===== config.mk =====
export PLATFORM = sky130hd
export DESIGN_NAME = wb_burst_expander
export DESIGN_NICKNAME = d
export VERILOG_FILES = /design/src/rtl/wb_burst_expander.sv
export SDC_FILE = /design/constraint.sdc
export NUM_CORES = 1
export LEC_CHECK = 0
export CAP_MARGIN = 20
export CORE_ASPECT_RATIO = 2
export CORE_MARGIN = 4
export CORE_UTILIZATION = 29
export CTS_BUF_LIST = sky130_fd_sc_hd__clkbuf_8
export DETAILED_ROUTE_END_ITERATION = 7
export PLACE_DENSITY_LB_ADDON = 0.25
export SLEW_MARGIN = 20
export SYNTH_ARGS = -nofsm -noshare
export SYNTH_HDL_FRONTEND = slang
export SYNTH_SLANG_ARGS = --single-unit

===== constraint.sdc =====
create_clock -name i_clk -period 7.1 [get_ports i_clk]
set_input_delay 2.13 -clock i_clk [delete_from_list [all_inputs] [get_ports i_clk]]
set_output_delay 2.13 -clock i_clk [all_outputs]
set_load 0.02 [all_outputs]

===== src/rtl/wb_burst_expander.sv =====
// wb_burst_expander: turns one upstream Wishbone request carrying a 1/4/8-beat
// burst hint into a sequence of single accesses on a non-burst slave.
// Each downstream beat is acknowledged upstream with a one-cycle u_ack.
// Optional feature macro: WB_BURST_TIMEOUT_EN adds a 255-cycle slave watchdog
// that reports a stalled beat as u_err.
module wb_burst_expander #(
   parameter int WB_ADDR_W = 24,
   parameter int RW        = 16
) (
   input  logic                 i_clk,
   input  logic                 i_rst_n,
   // upstream (from arbiter)
   input  logic                 u_cyc,
   input  logic                 u_stb,
   input  logic                 u_we,
   input  logic [WB_ADDR_W-1:0] u_adr,
   input  logic [RW-1:0]        u_dat_w,
   input  logic [1:0]           u_sel,
   input  logic                 u_8_burst,
   input  logic                 u_4_burst,
   output logic                 u_ack,
   output logic                 u_err,
   output logic [RW-1:0]        u_dat_r,
   // downstream (single-access slave)
   output logic                 d_cyc,
   output logic                 d_stb,
   output logic                 d_we,
   output logic [WB_ADDR_W-1:0] d_adr,
   output logic [RW-1:0]        d_dat_w,
   output logic [1:0]           d_sel,
   input  logic                 d_ack,
   input  logic                 d_err,
   input  logic [RW-1:0]        d_dat_r
);

   typedef enum logic [1:0] {IDLE, BEAT, RESP} state_t;

   state_t                 state_q, state_d;
   logic [3:0]             cnt_q, cnt_d;
   logic [3:0]             len_q, len_d;
   logic [WB_ADDR_W-1:0]   base_q, base_d;
   logic                   we_q, we_d;
   logic [1:0]             sel_q, sel_d;
   logic                   u_ack_q, u_ack_d;
   logic                   u_err_q, u_err_d;
   logic [RW-1:0]          u_dat_r_q, u_dat_r_d;
`ifdef WB_BURST_TIMEOUT_EN
   logic [7:0]             wdog_q, wdog_d;
`endif

   // Next-state logic and downstream strobes; upstream responses are registered.
   always_comb begin
      state_d   = state_q;
      cnt_d     = cnt_q;
      len_d     = len_q;
      base_d    = base_q;
      we_d      = we_q;
      sel_d     = sel_q;
      u_ack_d   = 1'b0;
      u_err_d   = 1'b0;
      u_dat_r_d = u_dat_r_q;
      d_cyc     = 1'b0;
      d_stb     = 1'b0;
`ifdef WB_BURST_TIMEOUT_EN
      wdog_d    = wdog_q;
`endif
      case (state_q)
         IDLE: begin
            if (u_cyc && u_stb) begin
               base_d  = u_adr;
               we_d    = u_we;
               sel_d   = u_sel;
               len_d   = u_8_burst ? 4'd8 : (u_4_burst ? 4'd4 : 4'd1);
               cnt_d   = 4'd0;
               state_d = BEAT;
`ifdef WB_BURST_TIMEOUT_EN
               wdog_d  = 8'd0;
`endif
            end
         end
         BEAT: begin
            // A master abort drops the bus immediately and swallows any ack.
            if (!u_cyc) begin
               state_d = IDLE;
            end else begin
               d_cyc = 1'b1;
               d_stb = 1'b1;
               if (d_err) begin
                  u_err_d = 1'b1;
                  state_d = IDLE;
               end else if (d_ack) begin
                  u_ack_d   = 1'b1;
                  u_dat_r_d = d_dat_r;
                  cnt_d     = cnt_q + 4'd1;
                  state_d   = RESP;
               end
`ifdef WB_BURST_TIMEOUT_EN
               else if (wdog_q == 8'd254) begin
                  // 255th silent cycle: give up on the slave.
                  u_err_d = 1'b1;
                  state_d = IDLE;
               end else begin
                  wdog_d = wdog_q + 8'd1;
               end
`endif
            end
         end
         RESP: begin
            if (!u_cyc) begin
               state_d = IDLE;
            end else begin
               d_cyc = 1'b1;
               if (cnt_q < len_q) begin
                  state_d = BEAT;
`ifdef WB_BURST_TIMEOUT_EN
                  wdog_d  = 8'd0;
`endif
               end else begin
                  state_d = IDLE;
               end
            end
         end
         default: state_d = IDLE;
      endcase
   end

   // State and response registers with asynchronous active-low reset.
   always_ff @(posedge i_clk or negedge i_rst_n) begin
      if (!i_rst_n) begin
         state_q   <= IDLE;
         cnt_q     <= 4'd0;
         len_q     <= 4'd0;
         base_q    <= '0;
         we_q      <= 1'b0;
         sel_q     <= 2'b00;
         u_ack_q   <= 1'b0;
         u_err_q   <= 1'b0;
         u_dat_r_q <= '0;
`ifdef WB_BURST_TIMEOUT_EN
         wdog_q    <= 8'd0;
`endif
      end else begin
         state_q   <= state_d;
         cnt_q     <= cnt_d;
         len_q     <= len_d;
         base_q    <= base_d;
         we_q      <= we_d;
         sel_q     <= sel_d;
         u_ack_q   <= u_ack_d;
         u_err_q   <= u_err_d;
         u_dat_r_q <= u_dat_r_d;
`ifdef WB_BURST_TIMEOUT_EN
         wdog_q    <= wdog_d;
`endif
      end
   end

   assign u_ack   = u_ack_q;
   assign u_err   = u_err_q;
   assign u_dat_r = u_dat_r_q;
   // Beat address wraps naturally at the address width.
   assign d_adr   = base_q + WB_ADDR_W'(cnt_q);
   assign d_we    = we_q;
   assign d_sel   = sel_q;
   assign d_dat_w = u_dat_w;

endmodule


==> qor.yml <==
hold_path_startpoint: "len_q[2]"
die-width_um: 78.3
post_route_clock_period_utilization: 0.792
syn-num-nets: 320
drt_iter0_markers: 35
clk_transition_reported_paths_ns: 0.09
netlist_instances: 241
netSwitchingFraction: 0.389
floorplan.initialDensity: 0.296
final-setup-viol-count: 0
row_count: 51
synthesis.area_um2: 2870
port-buffer-count: 97
cts_root_buf: "sky130_fd_sc_hd__clkbuf_8"
top_level_ports: 130
postSynthRegisterBits: 54
leakage_nw: 1.63
highest_layer: "met4"
fin_hold_ws_ns: 0.497
fin_util: 0.405
cp_data_required_time_ns: 4.97
wl_met2_mm: 3.69
layout_commonest_cell: "sky130_fd_sc_hd__clkdlybuf4s50_1"
hold_path.class: "reg -> reg"
count_of_maximum_capacitance_violations: 0
power_per_cell_area_nw_per_um2: 420
track_usage: 0.118
die-height_um: 149
setup_repair_after_global_routing_missed_its_margin: "false"
timing.rr.start: "state_q[1]"
yosys_most_used_dff: "sky130_fd_sc_hd__dfrtp_1"
cts-htree-levels: 2
dr.pass1.iters: 3
net-switching-power_w: 0.000643
combinational_power_share: 0.553
postSynth.asyncResetShare: 1.00
synthesis.area_per_instance_um2: 11.9
worstSetupPathType: "in -> out"
grt.overflow.total: 0
timing.critical_path.from_type: "primary input"
clock_skew_ns: 0.00872
cts_hold_buffers: 0
netlist-cell-type-count: 37
final_estimated_routing_congestion_in_global_placement: 0.744
timing.final.crit_period_ns: 5.62
routed-wl-met3_um: 393
min_delay_path_depth: 2
route.detailed.wl_per_inst_um: 14.4
grt_pass1_wl_mm: 10.8
setup_slack_on_the_worst_flop_to_flop_path_ns: 5.23
mostFrequentLayoutCells: "96 x sky130_fd_sc_hd__clkdlybuf4s50_1, 54 x sky130_fd_sc_hd__dfrtp_1, 45 x sky130_fd_sc_hd__mux2_2, 22 x sky130_fd_sc_hd__xnor2_1"
max-slew-margin-rel: 0.529
routed_wirelength_mm: 6.56
critical_path.endpoint_type: "output port"
yosysWarnings: 0
path_max_fanout: 8
cts_made_buffers: 5
detailed_place_hpwl_mm: 4.92
seq_power_share: 0.345
status: "complete, no violations"
setup_total_negative_slack_ns: 0
layout.cell_area.non_filler_um2: 3930
power_frac_clock: 0.102
fmaxAchievable_mhz: 178
hold_path_end: "len_q[2]"
core_region_area_um2: 9700
ant_nets: 0
synth-edff-count: 0
drc_errors: 0
routed-via-count: 2037
crit-reg2reg-capture: "u_dat_r[3]"
grt_pass1_vias: 2252
pin_count_of_the_biggest_net_entering_global_routing: 55
critical_path_arrival_ns: 3.49
diodes: 0
cts_num_sinks: 54
timing_max_transition_violations_final: 0
number_of_nets_in_the_layout: 403
irDropWorstVdd_mv: 0.188
placed_cell_area_um2: 3850
cts_post_setup_buffers_inserted: 0
seq_area_frac_synth: 0.471
cts_tree: "done"
area_growth_pct: 37.1
cts_max_path_buffers: 2
met1Wirelength_mm: 2.28
ctsResizeCount: 0
design.die.area_um2: 11600
detail_route.vias_per_cell: 4.47
max_slew.worst_pin.slew_ns: 0.706
totalPowerFinal_w: 0.00165
final_hold_viol_count: 0
ff2ff_path_depth: 6
drive_above_1_share: 0.179
cell_internal_pwr_w: 0.00101
clkLatencyLatePin_ns: 0.31
initial_antenna_violation_count: 0
## Yosys cell counts, types with 2 or more instances
cell,n,area [um2]
sky130_fd_sc_hd__dfrtp_1,54,1350
sky130_fd_sc_hd__nor2_1,10,37.5
sky130_fd_sc_hd__buf_2,6,30.0
sky130_fd_sc_hd__buf_4,16,120
sky130_fd_sc_hd__inv_1,9,33.8
sky130_fd_sc_hd__xor2_1,2,17.5
sky130_fd_sc_hd__nand4_1,5,31.3
sky130_fd_sc_hd__mux2_2,45,507
sky130_fd_sc_hd__o21ai_0,2,10.0
sky130_fd_sc_hd__and4_1,4,35.0
sky130_fd_sc_hd__and2_1,5,31.3
sky130_fd_sc_hd__nand3_1,12,60.1
sky130_fd_sc_hd__nand2_1,12,45.0
sky130_fd_sc_hd__ha_1,11,138
sky130_fd_sc_hd__a21oi_1,3,15.0
sky130_fd_sc_hd__and3_1,3,18.8
sky130_fd_sc_hd__xnor2_1,22,193
## critical path, stage by stage
cell and delay (ns):
sky130_fd_sc_hd__clkdlybuf4s50_1 0.59, sky130_fd_sc_hd__and2_1 0.16, sky130_fd_sc_hd__clkdlybuf4s50_1 0.60
## per-layer routing
metal	GRT usage	vias up
met5	0	-
met4	0.0648	0
met3	0.0303	17
met2	0.225	64
met1	0.113	980
li1	-	976
## cells by family after synthesis
kind of cell | after synthesis | share of synthesized area
buf+inv | 32 | 0.0681
compound gates | 13 | 0.0375
fa+ha+maj | 12 | 0.0550
mux | 46 | 0.180
xor+xnor | 24 | 0.0733
simple gates | 60 | 0.114
flops | 54 | 0.471
## registers in the layout, summed over array words and instances (netlist names)
register,flops
u_err,1
base_q,24
u_ack,1
state_q,2
cnt_q,4
u_dat_r,16
d_we,1
d_sel,2
len_q,3
## through the flow
step	setup slack [ns]	instances
after floorplan	2.47	241
after global placement	1.50	449
after detailed placement	1.48	449
after CTS	1.47	456
after global routing	1.39	456
final	1.48	456
## layout make-up
| type | count | area (um2) |
|---|---|---|
| Clock buffer | 5 | 68.8 |
| Clock inverter | 2 | 11.3 |
| Fill cell | 992 | 5770 |
| Inverter | 9 | 33.8 |
| Multi-Input combinational cell | 155 | 1320 |
| Sequential cell | 54 | 1350 |
| Tap cell | 132 | 165 |
| Timing Repair Buffer | 99 | 981 |
## power by group through the flow
stage	sequential (W)	clock, W	combinational [W]
floorplan	0.000622	0	0.000482
global placement	0.000572	0	0.000917
detailed placement	0.000580	0	0.000927
CTS	0.000573	0.000184	0.000930
global route	0.000596	0.000195	0.000992
finish	0.000570	0.000168	0.000913
## how the worst max path moves through the flow
stage	start	to	slack, ns
5_1_grt	u_cyc	d_stb	1.39
4_1_cts	u_cyc	d_cyc	1.47
3_5_place_dp	u_cyc	d_cyc	1.48
2_1_floorplan	u_cyc	d_cyc	2.47
3_3_place_gp	u_cyc	d_cyc	1.50
6_report	u_cyc	d_cyc	1.48
Note: power is estimated with default switching activity, not from simulation.
==> patch 1, RTL diff (same flow settings) <==
Remove the register `u_err_q`: a continuous assignment takes its place, so the output `u_err` follows one clock earlier.
--- a/src/rtl/wb_burst_expander.sv
+++ b/src/rtl/wb_burst_expander.sv
@@ -135,5 +135,4 @@
          sel_q     <= 2'b00;
          u_ack_q   <= 1'b0;
-         u_err_q   <= 1'b0;
          u_dat_r_q <= '0;
 `ifdef WB_BURST_TIMEOUT_EN
@@ -148,5 +147,4 @@
          sel_q     <= sel_d;
          u_ack_q   <= u_ack_d;
-         u_err_q   <= u_err_d;
          u_dat_r_q <= u_dat_r_d;
 `ifdef WB_BURST_TIMEOUT_EN
@@ -155,4 +153,6 @@
       end
    end
+
+   assign u_err_q = u_err_d;
 
    assign u_ack   = u_ack_q;
Check against the original RTL: not equivalent (Yosys sat finds a counterexample within 4 cycles, from zero or initial values and one cycle with i_rst_n low).
==> patch 1 against the original RTL <==
First-iteration DRC count decreased by 8.6%; area after synthesis decreased by 0.87%; power decreased by 0.43%; die area decreased by 0.80%; sequential cell count decreased by 1; worst setup slack got worse by 35 ps; wire length increased by 4.0%; register-to-register slack improved by 30 ps; final area decreased by 0.54%; critical path depth unchanged; clock skew decreased by 3.8 ps; largest cell class unchanged.
==> patch 1: results (changes against the original RTL) <==
{| class="wikitable"
! Metric !! Value
|-
| Pin count of the biggest net entering global routing || 54 (was 55)
|-
| Worst slack after detailed placement || 1460 ps (was 1480 ps)
|-
| Via density || 4.52 (was 4.47)
|-
| Setup Skew || 4.92 ps (was 8.72 ps)
|-
| Router iterations before antenna repair || 4 (was 3)
|-
| ANT nets after route || 0 (unchanged)
|-
| Vias in the first global route || 2200 (was 2252)
|-
| Post-synthesis net count || 319 (was 320)
|-
| Setup slack of the worst register-to-register path || 5260 ps (was 5230 ps)
|-
| Worst Hold Path EP || len_q[0]$_DFFE_PN0P_ (was len_q[2]$_DFFE_PN0P_)
|-
| Cells taking the most area after synthesis || dfrtp_1 47%, mux2_2 18%, xnor2_1 6.8% (was dfrtp_1 47%, mux2_2 18%, xnor2_1 6.7%)
|-
| Fraction of layout instances using a drive strength above 1 || 0.185 (was 0.179)
|-
| Fillers || 943 (was 992)
|-
| Fraction of area in registers || 0.339 (was 0.344)
|-
| Number of synthesized register bits || 53 (was 54)
|-
| Detailed Route Iter0 Violations || 32 (was 35)
|-
| Status || finished, final reports clean (unchanged)
|-
| Final nets || 402 (was 403)
|-
| Fraction of area in non-clock buffers || 0.251 (was 0.250)
|-
| First-pass GRT wire length || 10.8 mm (about the same)
|-
| Worst ir drop on vdd || 191 uV (was 188 uV)
|-
| Fraction of area in clock buffers and inverters || 0.0221 (was 0.0204)
|-
| Post-synthesis sequential area ratio || 0.467 (was 0.471)
|-
| Average routed wire per standard cell || 15.0 um (was 14.4 um)
|-
| Top post-synthesis cells by count || 53 x dfrtp_1, 45 x mux2_2, 22 x xnor2_1 (was 54 x dfrtp_1, 45 x mux2_2, 22 x xnor2_1)
|-
| Relative max-transition margin || 0.534 (was 0.529)
|-
| CP top delay family || buffers and inverters (unchanged)
|-
| RePlAce Congestion || 0.717 (was 0.744)
|-
| Start point of the worst min-delay path || len_q[0]$_DFFE_PN0P_ (was len_q[2]$_DFFE_PN0P_)
|-
| Cell leakage power || 1.62 nW (was 1.63 nW)
|-
| Total global-route track usage || 0.122 (was 0.118)
|}
patch 1: how the worst max path moves through the flow:
stage | endpoint | slack, ps | depth (start not counted)
3_3_place_gp | d_cyc | 1450 | 3
5_1_grt | u_err | 1390 | 3
3_5_place_dp | d_cyc | 1460 | 3
4_1_cts | u_err | 1450 | 3
2_1_floorplan | u_err | 2440 | 2
6_report | u_err | 1440 | 3
patch 1: logic make-up after synthesis:
| group | synth area share |
|---|---|
| simple gates | 0.115 |
| flops | 0.467 |
| mux | 0.182 |
| buf+inv | 0.0687 |
| xor+xnor | 0.0740 |
| compound gates | 0.0379 |
| fa+ha+maj | 0.0555 |
patch 1: metrics by stage:
| stage | cell area, um^2 | cells | hold WS [ps] |
|---|---|---|---|
| after floorplan | 2840 | 240 | 439 |
| after global placement | 3820 | 446 | 459 |
| after detailed placement | 3820 | 446 | 468 |
| after CTS | 3910 | 454 | 489 |
| after global routing | 3910 | 454 | 521 |
| final | 3910 | 454 | 482 |
patch 1: worst min-delay path, stage by stage, from the launching register on:
cell and delay [ps]:
dfrtp_1 350, nand2_1 50, o31ai_1 50
patch 1: routing by layer:
metal / vias up / share of wire / wire, um / GRT usage
met1: 1013 / 0.32 / 2170 / 0.102
met2: 49 / 0.62 / 4200 / 0.256
met3: 9 / 0.041 / 280 / 0.0238
li1: 979 / - / - / -
met5: - / 0 / 0 / 0
met4: 0 / 0.026 / 180 / 0.0604
patch 1: power by group:
group | internal (W) | total (W) | switching [W]
Sequential | 0.000446 | 0.000562 | 0.000116
Clock | 0.0000683 | 0.000168 | 0.0000999
Combinational | 0.000486 | 0.000914 | 0.000428
==> patch 2, RTL diff (same settings) <==
Without the edit above. `RW`: 16 -> 15.
--- a/src/rtl/wb_burst_expander.sv
+++ b/src/rtl/wb_burst_expander.sv
@@ -6,5 +6,5 @@
 module wb_burst_expander #(
    parameter int WB_ADDR_W = 24,
-   parameter int RW        = 16
+   parameter int RW        = 15
 ) (
    input  logic                 i_clk,
Ports: changed (resized d_dat_r, d_dat_w, u_dat_r and u_dat_w); port bits go from 130 to 126. The function was not compared with the original's and may differ.
==> patch 2 against the original RTL <==
Power rose by 4.4%; clock power rose by 29%; worst setup slack got worse by 49 ps; wire length fell by 1.7%; sequential cell count fell by 1; combinational power rose by 3.1%; final area rose by 1.6%; area after synthesis rose by 1.1%; synthesized cell count rose by 2.9%; critical path type unchanged; critical endpoint unchanged.
==> patch 2: results (changes against the original RTL) <==
{| class="wikitable"
! Metric !! Value
|-
| Pin count of the biggest net entering global routing || 54 (was 55)
|-
| Post-DP HPWL || 4.93 mm (was 4.92 mm)
|-
| WP data arrival || 3540 ps (was 3490 ps)
|-
| Post-synthesis sequential area ratio || 0.458 (was 0.471)
|-
| Max-capacitance violation count || 0 (unchanged)
|-
| Total met2 wirelength after detailed routing || 3.65 mm (was 3.69 mm)
|-
| Cells taking the most area after synthesis || dfrtp_1 46%, mux2_2 17%, ha_1 4.7% (was dfrtp_1 47%, mux2_2 18%, xnor2_1 6.7%)
|-
| First-pass GRT wire length || 10.4 mm (was 10.8 mm)
|-
| Met3 WL post-DR || 427 um (was 393 um)
|-
| Cell leakage power || 1.68 nW (was 1.63 nW)
|-
| Post-synthesis net count || 325 (was 320)
|-
| Total routed wire length on the met1 layer || 2.21 mm (was 2.28 mm)
|-
| Maximum net fanout on the critical path || 9 (was 8)
|-
| Setup Skew || 3.78 ps (was 8.72 ps)
|-
| Vias in the first global route || 2142 (was 2252)
|-
| Fraction of layout instances using a drive strength above 1 || 0.203 (was 0.179)
|-
| Status || finished, final reports clean (unchanged)
|-
| R2R Path Start || state_q[1]$_DFFE_PN0P_ (unchanged)
|-
| RePlAce Congestion || 0.705 (was 0.744)
|-
| Distinct cell type count of the synthesized netlist || 42 (was 37)
|-
| Quantity of I/O buffers inserted on ports || 95 (was 97)
|-
| Clock transition at the registers of the reported paths || 90 ps (about the same)
|-
| Worst ir drop on vdd || 181 uV (was 188 uV)
|-
| Gates resized, CTS repair || 0 (unchanged)
|-
| Final nets || 406 (was 403)
|-
| Delay of the slowest critical-path stage || 640 ps (was 600 ps)
|-
| Setup slack of the worst register-to-register path || 5000 ps (was 5230 ps)
|-
| Average routed wire per standard cell || 14.0 um (was 14.4 um)
|-
| Detailed Route Iter0 Violations || 40 (was 35)
|-
| N_diodes || 0 (unchanged)
|-
| Top post-synthesis cells by count || 53 x dfrtp_1, 45 x mux2_2, 15 x buf_4, 15 x nand2_1, 14 x inv_1 (was 54 x dfrtp_1, 45 x mux2_2, 22 x xnor2_1)
|-
| Cell count of the worst reg-to-reg path || 4 (was 6)
|-
| Routed vias || 2028 (was 2037)
|-
| Total global-route track usage || 0.113 (was 0.118)
|-
| Area of placed instances || 3870 um^2 (was 3850 um^2)
|}
==> patch 2: stage by stage <==
step | instances | setup slack, ps | utilization | hold slack [ps] | power [W]
after floorplan | 248 | 2360 | - | 441 | 0.00113
after global placement | 454 | 1440 | 0.397 | 468 | 0.00152
after detailed placement | 454 | 1420 | 0.397 | 474 | 0.00153
after CTS | 462 | 1420 | 0.409 | 498 | 0.00176
after global routing | 462 | 1340 | 0.409 | 519 | 0.00185
final | 462 | 1430 | 0.409 | 492 | 0.00173
==> patch 2: cell families (layout without fill, tap and decap cells) <==
group / Yosys count / count (layout) / synth area share
AND/OR/NAND/NOR: 58 / 58 / 0.124
buffers and inverters: 36 / 118 / 0.0691
AO/OA/AOI/OAI: 22 / 22 / 0.0531
multiplexers: 45 / 45 / 0.175
XOR/XNOR: 22 / 22 / 0.0665
adder cells (fa/ha/maj): 12 / 12 / 0.0544
flip-flops: 53 / 53 / 0.458
==> patch 2: power by group <==
part	total [W]	internal (W)	switching, W
clock	0.000217	0.000115	0.000103
combinational	0.000941	0.000494	0.000446
sequential	0.000567	0.000443	0.000124
total	0.00173	0.00105	0.000673
==> patch 2: area by class of cell <==
| type | count | area (um^2) |
|---|---|---|
| multi-input combinational | 159 | 1380 |
| clock buffer | 6 | 82.6 |
| fill | 949 | 5770 |
| clock inverter | 2 | 37.5 |
| timing repair buffer | 96 | 953 |
| tap | 132 | 165 |
| inverter | 14 | 52.6 |
| sequential | 53 | 1330 |
==> patch 2: how the worst min path moves through the flow <==
stage                     cells after the start                   end            startpoint
after floorplan                               2  len_q[0]$_DFFE_PN0P_  len_q[0]$_DFFE_PN0P_
after global placement                        2  len_q[0]$_DFFE_PN0P_  len_q[0]$_DFFE_PN0P_
after detailed placement                      2  len_q[0]$_DFFE_PN0P_  len_q[0]$_DFFE_PN0P_
after CTS                                     2  len_q[0]$_DFFE_PN0P_  len_q[0]$_DFFE_PN0P_
after global routing                          2  len_q[0]$_DFFE_PN0P_  len_q[0]$_DFFE_PN0P_
final                                         2  len_q[2]$_DFFE_PN0P_  len_q[2]$_DFFE_PN0P_
==> patch 2: worst min-delay path: stages (launching register included) <==
cell	delay, ps
dfrtp_1	360
nand2_1	50
o21ai_0	60
==> patch 2: per-layer routing <==
| layer | global-route usage | vias to the layer above |
|---|---|---|
| met5 | 0 | - |
| met4 | 0.0578 | 0 |
| met3 | 0.0296 | 7 |
| met2 | 0.207 | 62 |
| met1 | 0.116 | 957 |
| li1 | - | 1002 |
